**src/rtl/code_lock_fsm_pkg.sv**
```systemverilog
// Purpose: shared types and constants for the code lock.
// Contents: FSM state enum, symbol width, default stored code.
package code_lock_fsm_pkg;

   localparam int unsigned SYM_W = 2;

   // Symbol i lives in bits [2i+1:2i]; entry order is 3,1,2,0.
   localparam logic [7:0] DEFAULT_CODE = 8'b00_10_01_11;

   typedef enum logic [1:0] {
      ST_IDLE    = 2'd0,
      ST_ENTRY   = 2'd1,
      ST_OPEN    = 2'd2,
      ST_LOCKOUT = 2'd3
   } state_e;

endpackage

```
**src/rtl/code_lock_fsm_if.sv**
```systemverilog
// Purpose: symbol entry / lock status bundle between the switch front-end
// and the lock sequencer.
// Signals:
//   sym_in, sym_valid, clr         front-end -> lock
//   unlocked, lockout, fail_pulse,
//   pos, fail_cnt                  lock -> status outputs
interface code_lock_fsm_if #(
   parameter int unsigned N_SYM = 4
);
   import code_lock_fsm_pkg::*;

   localparam int unsigned POS_W = (N_SYM > 1) ? $clog2(N_SYM) : 1;

   logic [SYM_W-1:0] sym_in;
   logic             sym_valid;
   logic             clr;
   logic             unlocked;
   logic             lockout;
   logic             fail_pulse;
   logic [POS_W-1:0] pos;
   logic [1:0]       fail_cnt;

   modport master (
      output sym_in, sym_valid, clr,
      input  unlocked, lockout, fail_pulse, pos, fail_cnt
   );

   modport slave (
      input  sym_in, sym_valid, clr,
      output unlocked, lockout, fail_pulse, pos, fail_cnt
   );

endinterface

```
**src/rtl/code_lock_fsm_eq2.sv**
```systemverilog
// Purpose: 2-bit equality comparator used as the lock's compare datapath.
// Ports:
//   a, b   in  2  operands
//   aeqb   out 1  high when a == b (combinational)
module eq2 (
   input  logic [1:0] a,
   input  logic [1:0] b,
   output logic       aeqb
);

   // Per-bit equality, then AND.
   logic e0;
   logic e1;

   assign e0   = (a[0] & b[0]) | (~a[0] & ~b[0]);
   assign e1   = (a[1] & b[1]) | (~a[1] & ~b[1]);
   assign aeqb = e0 & e1;

endmodule

```
**src/rtl/code_lock_fsm.sv**
```systemverilog
// Purpose: sequences a symbol-code lock. A full correct entry opens the lock
// for OPEN_CYCLES clocks; MAX_FAIL consecutive wrong entries force a
// LOCK_CYCLES lockout. A stalled partial entry is abandoned after
// ENTRY_TIMEOUT idle clocks.
// Ports:
//   clk      in   system clock, rising edge
//   reset_n  in   asynchronous active-low reset
//   bus      slave modport of code_lock_fsm_if (symbol input, status outputs)
module code_lock_fsm
   import code_lock_fsm_pkg::*;
#(
   parameter int unsigned              N_SYM         = 4,
   parameter logic [SYM_W*N_SYM-1:0]  CODE          = (SYM_W*N_SYM)'(DEFAULT_CODE),
   parameter int unsigned              MAX_FAIL      = 3,
   parameter int unsigned              OPEN_CYCLES   = 16,
   parameter int unsigned              LOCK_CYCLES   = 32,
   parameter int unsigned              ENTRY_TIMEOUT = 64,
   parameter int unsigned              TMR_W         = 8
) (
   input  logic           clk,
   input  logic           reset_n,
   code_lock_fsm_if.slave bus
);

   localparam int unsigned POS_W = (N_SYM > 1) ? $clog2(N_SYM) : 1;

   localparam logic [POS_W-1:0] LAST_POS   = POS_W'(N_SYM - 1);
   localparam logic [TMR_W-1:0] OPEN_LAST  = TMR_W'(OPEN_CYCLES - 1);
   localparam logic [TMR_W-1:0] LOCK_LAST  = TMR_W'(LOCK_CYCLES - 1);
   localparam logic [TMR_W-1:0] TOUT_LAST  = TMR_W'(ENTRY_TIMEOUT - 1);
   localparam logic [2:0]       MAX_FAIL_3 = 3'(MAX_FAIL);

   state_e           state_q,      state_d;
   logic [POS_W-1:0] pos_q,        pos_d;
   logic [1:0]       fail_cnt_q,   fail_cnt_d;
   logic [TMR_W-1:0] timer_q,      timer_d;
   logic             mism_q,       mism_d;
   logic             unlocked_q,   unlocked_d;
   logic             lockout_q,    lockout_d;
   logic             fail_pulse_q, fail_pulse_d;

   logic [SYM_W-1:0] exp_sym_c;
   logic             match_c;
   logic             any_mism_c;
   logic [2:0]       fail_inc_c;

   // Stored code symbol selected by the current entry position.
   always_comb begin
      exp_sym_c = '0;
      for (int unsigned i = 0; i < N_SYM; i++) begin
         if (pos_q == POS_W'(i)) exp_sym_c = CODE[SYM_W*i +: SYM_W];
      end
   end

   eq2 u_eq2 (
      .a    (bus.sym_in),
      .b    (exp_sym_c),
      .aeqb (match_c)
   );

   // Mismatch status of the entry including the symbol currently presented.
   assign any_mism_c = mism_q | ~match_c;
   assign fail_inc_c = {1'b0, fail_cnt_q} + 3'd1;

   // Next-state and next-output logic.
   always_comb begin
      state_d      = state_q;
      pos_d        = pos_q;
      fail_cnt_d   = fail_cnt_q;
      timer_d      = timer_q;
      mism_d       = mism_q;
      unlocked_d   = unlocked_q;
      lockout_d    = lockout_q;
      fail_pulse_d = 1'b0;

      unique case (state_q)
         ST_IDLE: begin
            pos_d   = '0;
            timer_d = '0;
            mism_d  = 1'b0;
            // clr wins over a coincident strobe; the symbol is dropped.
            if (!bus.clr && bus.sym_valid) begin
               mism_d  = ~match_c;
               pos_d   = POS_W'(1);
               state_d = ST_ENTRY;
            end
         end

         ST_ENTRY: begin
            if (bus.clr) begin
               state_d = ST_IDLE;
               pos_d   = '0;
               mism_d  = 1'b0;
               timer_d = '0;
            end else if (bus.sym_valid) begin
               timer_d = '0;
               if (pos_q == LAST_POS) begin
                  // Score the complete entry; no early reject before this.
                  pos_d  = '0;
                  mism_d = 1'b0;
                  if (!any_mism_c) begin
                     state_d    = ST_OPEN;
                     fail_cnt_d = '0;
                     unlocked_d = 1'b1;
                  end else if (fail_inc_c < MAX_FAIL_3) begin
                     state_d      = ST_IDLE;
                     fail_cnt_d   = fail_inc_c[1:0];
                     fail_pulse_d = 1'b1;
                  end else begin
                     state_d      = ST_LOCKOUT;
                     fail_cnt_d   = MAX_FAIL_3[1:0];
                     fail_pulse_d = 1'b1;
                     lockout_d    = 1'b1;
                  end
               end else begin
                  pos_d  = pos_q + POS_W'(1);
                  mism_d = any_mism_c;
               end
            end else if (timer_q >= TOUT_LAST) begin
               // Abandoned entry: back to idle without counting a failure.
               state_d = ST_IDLE;
               pos_d   = '0;
               mism_d  = 1'b0;
               timer_d = '0;
            end else begin
               timer_d = timer_q + TMR_W'(1);
            end
         end

         ST_OPEN: begin
            if (timer_q >= OPEN_LAST) begin
               state_d    = ST_IDLE;
               unlocked_d = 1'b0;
               timer_d    = '0;
            end else begin
               timer_d = timer_q + TMR_W'(1);
            end
         end

         ST_LOCKOUT: begin
            if (timer_q >= LOCK_LAST) begin
               state_d    = ST_IDLE;
               lockout_d  = 1'b0;
               fail_cnt_d = '0;
               timer_d    = '0;
            end else begin
               timer_d = timer_q + TMR_W'(1);
            end
         end

         default: begin
            state_d    = ST_IDLE;
            pos_d      = '0;
            timer_d    = '0;
            mism_d     = 1'b0;
            unlocked_d = 1'b0;
            lockout_d  = 1'b0;
         end
      endcase
   end

   // State and registered outputs.
   always_ff @(posedge clk or negedge reset_n) begin
      if (!reset_n) begin
         state_q      <= ST_IDLE;
         pos_q        <= '0;
         fail_cnt_q   <= '0;
         timer_q      <= '0;
         mism_q       <= 1'b0;
         unlocked_q   <= 1'b0;
         lockout_q    <= 1'b0;
         fail_pulse_q <= 1'b0;
      end else begin
         state_q      <= state_d;
         pos_q        <= pos_d;
         fail_cnt_q   <= fail_cnt_d;
         timer_q      <= timer_d;
         mism_q       <= mism_d;
         unlocked_q   <= unlocked_d;
         lockout_q    <= lockout_d;
         fail_pulse_q <= fail_pulse_d;
      end
   end

   assign bus.unlocked   = unlocked_q;
   assign bus.lockout    = lockout_q;
   assign bus.fail_pulse = fail_pulse_q;
   assign bus.pos        = pos_q;
   assign bus.fail_cnt   = fail_cnt_q;

endmodule

```
**src/flat_wrapper.sv**
```systemverilog
// flat-port wrapper written by rule: the top's interface ports become plain ports
module code_lock_fsm_flat import code_lock_fsm_pkg::*;
#(
   parameter int unsigned              N_SYM         = 4,
   parameter logic [SYM_W*N_SYM-1:0]  CODE          = (SYM_W*N_SYM)'(DEFAULT_CODE),
   parameter int unsigned              MAX_FAIL      = 3,
   parameter int unsigned              OPEN_CYCLES   = 16,
   parameter int unsigned              LOCK_CYCLES   = 32,
   parameter int unsigned              ENTRY_TIMEOUT = 64,
   parameter int unsigned              TMR_W         = 8
)
  (clk, reset_n, bus_sym_in, bus_sym_valid, bus_clr, bus_unlocked, bus_lockout, bus_fail_pulse, bus_pos, bus_fail_cnt);
  code_lock_fsm_if #(.N_SYM(N_SYM)) bus_i ();
  input  logic clk;
  input  logic reset_n;
  input wire logic [$bits(bus_i.sym_in)-1:0] bus_sym_in;
  input wire logic [$bits(bus_i.sym_valid)-1:0] bus_sym_valid;
  input wire logic [$bits(bus_i.clr)-1:0] bus_clr;
  output wire logic [$bits(bus_i.unlocked)-1:0] bus_unlocked;
  output wire logic [$bits(bus_i.lockout)-1:0] bus_lockout;
  output wire logic [$bits(bus_i.fail_pulse)-1:0] bus_fail_pulse;
  output wire logic [$bits(bus_i.pos)-1:0] bus_pos;
  output wire logic [$bits(bus_i.fail_cnt)-1:0] bus_fail_cnt;
  assign bus_i.sym_in = bus_sym_in;
  assign bus_i.sym_valid = bus_sym_valid;
  assign bus_i.clr = bus_clr;
  assign bus_unlocked = bus_i.unlocked;
  assign bus_lockout = bus_i.lockout;
  assign bus_fail_pulse = bus_i.fail_pulse;
  assign bus_pos = bus_i.pos;
  assign bus_fail_cnt = bus_i.fail_cnt;
  code_lock_fsm #(.N_SYM(N_SYM), .CODE(CODE), .MAX_FAIL(MAX_FAIL), .OPEN_CYCLES(OPEN_CYCLES), .LOCK_CYCLES(LOCK_CYCLES), .ENTRY_TIMEOUT(ENTRY_TIMEOUT), .TMR_W(TMR_W)) u_core (.clk(clk), .reset_n(reset_n), .bus(bus_i));
endmodule
```
**config.mk**
```make
export PLATFORM = sky130hd
export DESIGN_NAME = code_lock_fsm_flat
export DESIGN_NICKNAME = d
export VERILOG_FILES = /design/src/rtl/code_lock_fsm_pkg.sv /design/src/rtl/code_lock_fsm_if.sv /design/src/rtl/code_lock_fsm_eq2.sv /design/src/rtl/code_lock_fsm.sv /design/src/flat_wrapper.sv
export SDC_FILE = /design/constraint.sdc
export NUM_CORES = 1
export LEC_CHECK = 0
export CORE_UTILIZATION = 48
export CTS_CLUSTER_SIZE = 30
export DETAILED_ROUTE_END_ITERATION = 10
export PLACE_DENSITY = 0.74
export SYNTH_ARGS = -nofsm -noshare
export SYNTH_HDL_FRONTEND = slang
export SYNTH_HIERARCHICAL = 1
export SYNTH_SLANG_ARGS = --single-unit
export TNS_END_PERCENT = 5
```
**constraint.sdc**
```tcl
create_clock -name clk -period 1.75 [get_ports clk]
set_clock_uncertainty 0.1 [all_clocks]
set_input_delay 0.35 -clock clk [delete_from_list [all_inputs] [get_ports clk]]
set_output_delay 0.35 -clock clk [all_outputs]
set_load 0.03 [all_outputs]
```
==> results <==
-- cell families after synthesis --
logic type	after synthesis	share of synthesized area, %
compound gates	22	17.0
xor+xnor	5	4.36
fa+ha+maj	6	7.23
buf+inv	6	2.37
flops	18	44.9
mux	2	2.62
other cells	1	0.374
simple gates	40	21.2
-- power by group --
group / internal, mW / leakage (nW) / switching, mW
Sequential: 0.428 / 0.234 / 0.0124
Clock: 0.127 / 0.0210 / 0.127
Combinational: 0.0716 / 0.361 / 0.0687
-- placed cells by master (no fill, tap or decap), drive strengths merged, types with 2 or more instances in the layout --
cell type       n
nor2b           2
o21ai           3
mux2            2
nor3            3
a21oi           4
ha              5
xor2            3
nor2           14
buf            18
a32o            2
a211oi          3
nand2b          3
xnor2           2
clkbuf          4
dfrtp          18
dlygate4sd2     7
nand2           7
clkdlybuf4s50   5
or4b            2
conb            2
inv             4
-- state kept, by name, summed over array words and instances, names as in the netlist --
register / flops
u_core/bus.fail_cnt: 2
u_core/bus.fail_pulse: 1
u_core/bus.lockout: 1
u_core/bus.pos: 2
u_core/bus.unlocked: 1
u_core/mism_q: 1
u_core/state_q: 2
u_core/timer_q: 8
-- repair_timing --
action | 4_1_cts | 5_1_grt
setup endpoints to repair | 18 | 16
resized for setup | 13 | 7
buffers inserted | 2 | 0
gates cloned | 0 | 0
pin swaps | 5 | 0
-- path summary, 6_finish.rpt --
path	end	slack, ps	cells past startpoint
max	u_core/state_q[0]	-220	10
min	u_core/bus.pos[1]	270	2
max reg2reg	u_core/state_q[0]	-220	10
min reg2reg	u_core/bus.unlocked	380	2
max in group asynchronous	u_core/state_q[1]	1070	2
min in group clk	u_core/bus.unlocked	380	2
-- cell type report --
class | count | area [um2]
multi-input combinational | 77 | 597
fill | 156 | 579
sequential | 18 | 454
timing repair buffer | 30 | 246
clock buffer | 4 | 36.3
tap | 27 | 33.8
inverter | 4 | 15.0
-- metal layers --
metal / wire length (um) / up-vias
li1: - / 423
met1: 934 / 408
met2: 1080 / 31
met3: 98 / 4
met4: 21 / 0
met5: 0 / -
-- per-stage QoR --
step | instances | area, um2
final | 160 | 1380
after global routing | 160 | 1380
after floorplan | 101 | 1030
after detailed placement | 154 | 1300
after global placement | 154 | 1300
after CTS | 160 | 1360
==> flow_metrics.tcl <==
set metrics [dict create \
    path_max_fanout 5 \
    path_class "flop to flop" \
    drc 0 \
    clock-sinks 18 \
    cts-buffers-inserted 3 \
    crit_chain "inv_2 -> ha_2 -> nor2_2 -> nor3_2 -> xor2_1 -> nor2_1 -> nand2b_1 -> a21oi_1 -> mux2_4 -> o32ai_2" \
    cp_num_buf_inv 1 \
    avgSynthCellArea_um2 10.0 \
    setup_tns_ps -744 \
    synthArstFlopShare_pct 100 \
    slew_viol_final 0 \
    die_x_um 47.7 \
    synth_commonest_cells "dfrtp_1 (18), nor2_1 (14), nand2_1 (7), ha_1 (5)" \
    synth_seq_cells 18 \
    post-route-period-util_pct 113 \
    clk_path_buf_depth 2 \
    synth_area_leaders "dfrtp_1 (45%), ha_1 (6.2%), nor2_1 (5.2%), nand2_1 (2.6%), xor2_1 (2.6%)" \
    gp_congestion 0.859 \
    grt_pass1_vias 724 \
    clock_latency_ps 290 \
    grt_pass1_wl_um 3100 \
    cpLargestDelayFamily "flip-flops" \
    cp-end-kind "flop" \
    diodes 0 \
    finalPower_mw 0.834 \
    r2r_start "u_core/bus.pos[1]" \
    post-synth-top-count-cell "dfrtp_1" \
    drtIter0Drc 15 \
    fp.dieH_um 47.7 \
    path_clk_slew_ps 100 \
    setup_viol 6 \
    clk_root_buffer_cell "clkbuf_4" \
    grt.total_usage_pct 20.3 \
    globalRouteMet2Util_pct 33.5 \
    timing.hold.ws_ps 272 \
    ys_warn_count 6 \
    htree_levels 1 \
    crit_arrival_ps 2080 \
    yosys.area.top_type "dfrtp_1" \
    hpwl_um 1550 \
    startpoint "u_core/bus.pos[1]" \
    routed_wl_um 2140 \
    synth_top_area_share_pct 44.9 \
    finalWorstPathRequiredPeriod_ps 1970 \
    grt_max_degree 19 \
    cp.required_ps 1860 \
    powerDensity_mw_per_mm2 604 \
    yosys_most_used_dff "dfrtp_1" \
    synth_cell_type_count 41 \
    nets 145 \
    rsz0062_at_grt "true" \
    drive_above_1_share_pct 36.1 \
    antenna_found_initial 0 \
    rows 16 \
    routed_via_density 5.41 \
    die_area_mm2 0.00228 \
    dr.pass1.iters 4 \
    hold_viol 0 \
    initial_core_util_pct 51.1 \
    cts_tree "done" \
    holdBufCountCts 0 \
    p_leak_nw 0.616 \
    ir_worst_vdd_mv 0.426 \
    crit_slowest_cell "dfrtp_2" \
    gr-usage-met1_pct 25.0 \
    fin_ws_ps -224 \
    wl_per_cell_um 13.4 \
    yosysSeqAreaShare_pct 44.9 \
    met3_usage_pct 4.53 \
    pre_cts_ws_ps -325 \
    cap_violations 0 \
    start_kind "flop" \
    max_freq_ghz 0.507 \
    status "finished with violations" \
    fp.coreArea_mm2 0.00196 \
    synthesis.area_mm2 0.00100 \
    syn_inst 100 \
    violations "negative setup slack" \
    finish.utilization_pct 70.5 \
    vias 866 \
    syn_to_final_growth_pct 37.8 \
    overflow 0 \
    route.antenna.remaining_nets 0 \
    slowest_delay_ps 450 \
    hp-class "input pin to async pin" \
    ios 13 \
    synth_edf_count 0 \
    portBuffers 12 \
    busiest_layer "met2" \
]
Power figures use the tool's default switching activity.
